**src/rtl/multichannel_rc_high_pass_filter.sv**
```systemverilog
// Time-multiplexed leaky RC high-pass filter: one shared multiplier steps every channel
// through OVERSAMPLE Euler sub-steps per audio strobe, with bypass, saturation and overrun flag.
module multichannel_rc_high_pass_filter #(
    parameter int CLOCK_RATE   = 50000000,
    parameter int SAMPLE_RATE  = 48000,
    parameter int CHANNELS     = 2,
    parameter int DATA_WIDTH   = 16,
    parameter int OVERSAMPLE   = 1,
    parameter int R            = 47000,
    parameter int C_35_SHIFTED = 113387,
    parameter int LEAK_SHIFT   = 12
) (
    input  logic                           clk,
    input  logic                           reset,
    input  logic                           audio_clk_en,
    input  logic                           bypass,
    input  logic [CHANNELS*DATA_WIDTH-1:0] in,
    output logic [CHANNELS*DATA_WIDTH-1:0] out,
    output logic                           out_valid,
    output logic                           busy,
    output logic                           overrun
);
    localparam int IW = DATA_WIDTH + 18;
    localparam int CW = (CHANNELS > 1) ? $clog2(CHANNELS) : 1;
    localparam int SW = (OVERSAMPLE > 1) ? $clog2(OVERSAMPLE) : 1;

    localparam longint RC_32    = (longint'(R) * longint'(C_35_SHIFTED)) >>> 3;
    localparam longint DT_32    = (longint'(1) <<< 32) / (longint'(SAMPLE_RATE) * longint'(OVERSAMPLE));
    localparam longint ALPHA_16 = (RC_32 <<< 16) / (RC_32 + DT_32);
    localparam longint LEAK_16  = 65536 - (65536 >> LEAK_SHIFT);

    localparam logic signed [17:0]   ALPHA_C = 18'(ALPHA_16);
    localparam logic signed [17:0]   LEAK_C  = 18'(LEAK_16);
    localparam logic signed [IW-1:0] SAT_MAX = IW'((longint'(1) <<< (DATA_WIDTH - 1)) - 1);
    localparam logic signed [IW-1:0] SAT_MIN = IW'(-(longint'(1) <<< (DATA_WIDTH - 1)));

    // A run must finish before the next strobe can arrive.
    if (3 * CHANNELS * OVERSAMPLE + 2 >= CLOCK_RATE / SAMPLE_RATE) begin : g_rate_check
        $error("multichannel_rc_high_pass_filter: sequencer too slow for SAMPLE_RATE");
    end

    typedef enum logic [2:0] {IDLE, LEAK, ALPHA, STORE, COMMIT} state_t;

    function automatic logic signed [DATA_WIDTH-1:0] sat(input logic signed [IW-1:0] v);
        if (v > SAT_MAX)
            return SAT_MAX[DATA_WIDTH-1:0];
        else if (v < SAT_MIN)
            return SAT_MIN[DATA_WIDTH-1:0];
        else
            return v[DATA_WIDTH-1:0];
    endfunction

    function automatic logic signed [IW-1:0] sext(input logic signed [DATA_WIDTH-1:0] v);
        return {{(IW - DATA_WIDTH){v[DATA_WIDTH-1]}}, v};
    endfunction

    state_t state, state_next;
    logic [CW-1:0] ch;
    logic [SW-1:0] sub;
    logic          last_sub, last_ch;
    logic          bypass_latched;
    logic          vld_p0;

    logic signed [DATA_WIDTH-1:0] x_new  [CHANNELS];
    logic signed [DATA_WIDTH-1:0] x_prev [CHANNELS];
    logic signed [DATA_WIDTH-1:0] y      [CHANNELS];
    logic signed [DATA_WIDTH-1:0] res_p0 [CHANNELS];

    logic signed [IW-1:0]    t_p0, p_p1, dx, mul_b, mul_q;
    logic signed [17:0]      mul_a;
    logic signed [IW+17:0]   prod;

    assign busy     = (state != IDLE);
    assign last_sub = (sub == SW'(OVERSAMPLE - 1));
    assign last_ch  = (ch == CW'(CHANNELS - 1));

    assign prod  = (IW+18)'(mul_a) * (IW+18)'(mul_b);
    assign mul_q = IW'(prod >>> 16);

    always_comb begin
        state_next = state;
        mul_a      = LEAK_C;
        mul_b      = sext(y[ch]);
        dx         = '0;
        // Zero-order hold: the input step only enters on the first sub-step.
        if (sub == '0)
            dx = sext(x_new[ch]) - sext(x_prev[ch]);
        case (state)
            IDLE:   if (audio_clk_en) state_next = LEAK;
            LEAK:   state_next = ALPHA;
            ALPHA: begin
                state_next = STORE;
                mul_a      = ALPHA_C;
                mul_b      = t_p0 + dx;
            end
            STORE:  state_next = (last_sub && last_ch) ? COMMIT : LEAK;
            COMMIT: state_next = IDLE;
            default: state_next = IDLE;
        endcase
    end

    always_ff @(posedge clk) begin
        if (reset) begin
            state          <= IDLE;
            ch             <= '0;
            sub            <= '0;
            overrun        <= 1'b0;
            vld_p0         <= 1'b0;
            out_valid      <= 1'b0;
            out            <= '0;
            bypass_latched <= 1'b0;
            for (int i = 0; i < CHANNELS; i++) begin
                y[i]      <= '0;
                x_prev[i] <= '0;
            end
        end else begin
            state     <= state_next;
            vld_p0    <= (state == COMMIT);
            out_valid <= vld_p0;
            if (audio_clk_en && state != IDLE)
                overrun <= 1'b1;
            case (state)
                IDLE: begin
                    if (audio_clk_en) begin
                        for (int i = 0; i < CHANNELS; i++)
                            x_new[i] <= in[i*DATA_WIDTH +: DATA_WIDTH];
                        bypass_latched <= bypass;
                        ch             <= '0;
                        sub            <= '0;
                    end
                end
                LEAK:  t_p0 <= mul_q;
                ALPHA: p_p1 <= mul_q;
                STORE: begin
                    y[ch] <= sat(p_p1);
                    if (last_sub) begin
                        x_prev[ch] <= x_new[ch];
                        sub        <= '0;
                        if (!last_ch)
                            ch <= ch + 1'b1;
                    end else begin
                        sub <= sub + 1'b1;
                    end
                end
                COMMIT: begin
                    // Filter state keeps running under bypass so un-bypassing is click-free.
                    for (int i = 0; i < CHANNELS; i++)
                        res_p0[i] <= bypass_latched ? x_new[i] : y[i];
                end
                default: ;
            endcase
            // Output stage.
            if (vld_p0) begin
                for (int i = 0; i < CHANNELS; i++)
                    out[i*DATA_WIDTH +: DATA_WIDTH] <= res_p0[i];
            end
        end
    end
endmodule

```
**config.mk**
```make
export PLATFORM = sky130hd
export DESIGN_NAME = multichannel_rc_high_pass_filter
export DESIGN_NICKNAME = d
export VERILOG_FILES = /design/src/rtl/multichannel_rc_high_pass_filter.sv
export SDC_FILE = /design/constraint.sdc
export NUM_CORES = 1
export LEC_CHECK = 0
export BUFFER_PORTS_ARGS = -buffer_cell sky130_fd_sc_hd__buf_2
export CORE_MARGIN = 5
export CORE_UTILIZATION = 40
export CTS_BUF_LIST = sky130_fd_sc_hd__clkbuf_4 sky130_fd_sc_hd__clkbuf_8
export DETAILED_ROUTE_END_ITERATION = 10
export PLACE_DENSITY = 0.63
export SYNTH_ARGS = -nofsm -noshare
export SYNTH_HDL_FRONTEND = slang
export SYNTH_SLANG_ARGS = --single-unit
```
**constraint.sdc**
```tcl
create_clock -name clk -period 15.92 [get_ports clk]
set_input_delay 3.184 -clock clk [delete_from_list [all_inputs] [get_ports clk]]
set_output_delay 3.184 -clock clk [all_outputs]
set_load 0.02 [all_outputs]
```
==> flow_summary.yaml <==
sta:
  fin_crit_sh_pct: 80.4
  min_period_ns: 12.80
  maxSlewHeadroom_pct: 15.8
  worst_pin_slew_ns: 1.26
  fin_setup_tns_ns: 0
  clock.fmax_mhz: 78.1
  maxSlewViolCount: 0
  skew_ns: 0.0330
  hold_viol: 0
  setup_viol: 0
  rsz0062_at_grt: "false"
route:
  viasPerCell: 5.01
  wl_met3_um: 2040
  drt_iter0_markers: 865
  wl_um: 57600
  highest_layer: "met4"
  postRouteAntennaNets: 0
  routedWlPerCell_um: 18.3
  drc_errors: 0
  wl_met2_um: 28800
  wl_met1_um: 25400
  vias: 15800
  first_pass_iters: 5
worst_setup_path:
  cp.required_ns: 16.26
  arrival_ns: 13.14
  end_kind: "register"
  cpPeakStageDelay_ns: 0.64
  crit_type: "register to register"
  slowest_stage: "buf_4"
  crit_top_cell: "inv_1"
  cp-start-kind: "register"
  worst-path-max-fanout: 48
clocking:
  cts-root-buf: "clkbuf_8"
  cts-resized-gates: 0
  htreeDepth: 2
  worstSkewPairLatency_ns: 0.54
  cts.path.max_buffers: 3
  cts.sinks: 237
  holdBufCountCts: 0
  cts_tree: "yes"
  path_clk_slew_ns: 0.06
  post_cts_buffers: 0
  cts_made_buffers: 38
layout:
  design_area_um2: 26300
  n_antenna_cell: 0
  finish.net_count: 2907
  fill_cells: 5648
  drive_above_1_share_pct: 10.2
  syn_to_final_growth_pct: 8.51
floorplan:
  die_height_um: 256
  die-area_um2: 65700
  rows: 90
  ios: 71
  coreArea_um2: 60200
  die_x_um: 256
  start_util_pct: 40.3
yosys:
  yosys_register_bits: 237
  synth_edf_count: 196
  synthesis.area_um2: 24300
  synth.distinct_cells: 81
  yosysSeqAreaShare_pct: 27.6
  async_reset_ff_share_pct: 0
  synth_top_area_share_pct: 27.6
  syn_inst: 2252
  synth_area_per_cell_um2: 10.8
  synthTopCellsByArea: "fa_1, edfxtp_1, ha_1, inv_1, dfxtp_1"
  yosysTopAreaCell: "fa_1"
  syn_nets: 2824
  yosysWarnings: 0
  synthFlopType: "edfxtp_1"
global_routing:
  grt_usage_pct: 17.7
  antenna_found_initial: 0
  grt_max_degree: 49
  grt_pass1_vias: 17000
  grt_pass1_wl_um: 93700
  overflow: 0
job:
  drv_cap: 0
placement:
  portBuffers: 70
  placed_area_um2: 25600
  dpl.hpwl_um: 47900
  gp_congestion: 0.876
outcome:
  outcome: "finished clean"
min_path:
  holdCritPathClass: "register to register"
## routing by layer
layer | track usage (%) | up-vias
li1 | - | 7494
met1 | 23.5 | 7897
met2 | 30.9 | 297
met3 | 2.28 | 67
met4 | 4.09 | 0
met5 | 0 | -
## kinds of logic (layout without fill, tap and decap cells)
logic type / Yosys count / count (layout) / synth area share [%]
simple gates: 426 / 426 / 8.33
mux: 117 / 117 / 5.05
compound gates: 280 / 280 / 7.69
xor+xnor: 127 / 127 / 4.89
flops: 237 / 237 / 27.6
buf+inv: 527 / 637 / 8.30
fa+ha+maj: 538 / 538 / 38.1
## area by class of cell
| cell class | instances | area (um2) | share of cell area [%] |
|---|---|---|---|
| clock buffers | 57 | 672 | 2.55 |
| clock inverters | 10 | 104 | 0.394 |
| inverters | 480 | 1810 | 6.86 |
| multi-input cells | 1488 | 15600 | 59.1 |
| flip-flops and latches | 237 | 6710 | 25.5 |
| well taps | 782 | 978 | 3.72 |
| repair buffers | 90 | 500 | 1.90 |
## cell usage after synthesis, drive strengths merged (3+ instances only)
| master | number |
|---|---|
| fa | 335 |
| xnor2 | 84 |
| inv | 480 |
| and2 | 12 |
| o21ai | 68 |
| nor3b | 3 |
| a31oi | 8 |
| buf | 12 |
| o21bai | 22 |
| edfxtp | 196 |
| a211oi | 11 |
| a21boi | 6 |
| nand2b | 24 |
| nand3 | 19 |
| xor2 | 43 |
| o22ai | 3 |
| mux2 | 34 |
| nor4 | 10 |
| a21o | 37 |
| o211ai | 6 |
| o31a | 3 |
| nor2b | 11 |
| a41o | 3 |
| or3 | 9 |
| a21oi | 75 |
| o31ai | 3 |
| nor2 | 191 |
| ha | 201 |
| or4 | 5 |
| clkbuf | 35 |
| or2 | 10 |
| and4 | 4 |
| mux2i | 83 |
| nand2 | 71 |
| nand4 | 17 |
| and3 | 10 |
| dfxtp | 41 |
| o21a | 20 |
| nor3 | 26 |
## layout by cell type, fill, tap and decap left out, types with 11 or more instances in the layout
cell and n:
dfxtp_1 39, buf_2 70, nand3_1 16, o21ai_0 54
buf_4 20, clkbuf_4 18, xnor2_1 80, o21bai_1 22
and2_1 12, nand2b_1 24, xor2_1 40, edfxtp_1 196
mux2i_1 82, mux2_2 34, inv_1 475, ha_1 201
nor2_1 185, fa_1 335, o21a_1 20, a21o_1 37
nor2b_1 11, nor3_1 25, nand2_1 69, nand4_1 17
clkbuf_8 39, a21oi_1 71
## state kept, by name, indices dropped and copies added, names as in the netlist, named ones only
signal          cells
p_p1               34
t_p0               34
out                32
res_p0             32
x_new              32
x_prev             32
y                  32
state               3
bypass_latched      1
ch                  1
out_valid           1
overrun             1
vld_p0              1
## per-stage QoR
stage	setup slack (ns)	util [%]	std cells	hold WS (ns)
floorplan	5.05	-	2252	0.456
global placement	3.48	42.4	3077	0.446
detailed placement	3.27	42.4	3077	0.459
CTS	3.13	43.7	3144	0.473
global route	2.20	43.7	3144	0.512
finish	3.12	43.7	3144	0.473
## path summary, 6_finish.rpt
check / from / to / slack, ns / depth (start not counted)
worst max register to register: register / p_p1[33]$_DFFE_PP_ / 3.12 / 47
worst max-delay path: register / p_p1[33]$_DFFE_PP_ / 3.12 / 47
worst min-delay path: overrun$_SDFFE_PP0P_ / overrun$_SDFFE_PP0P_ / 0.47 / 2
worst min register to register: overrun$_SDFFE_PP0P_ / overrun$_SDFFE_PP0P_ / 0.47 / 2
## critical path, delay by kind of cell, from the launching register on
family,cells,cell delay [ns]
and+or+nand+nor,4,0.81
buffers and inverters,7,1.27
DFF,1,0.31
AOI/OAI and AO/OA,23,5.26
xor gates and xnor gates,2,0.41
muxes,2,0.74
adders and majority gates,9,3.74
Power is not shown: default switching activity piles up to over one toggle a cycle in this logic, so the estimate is an artifact.
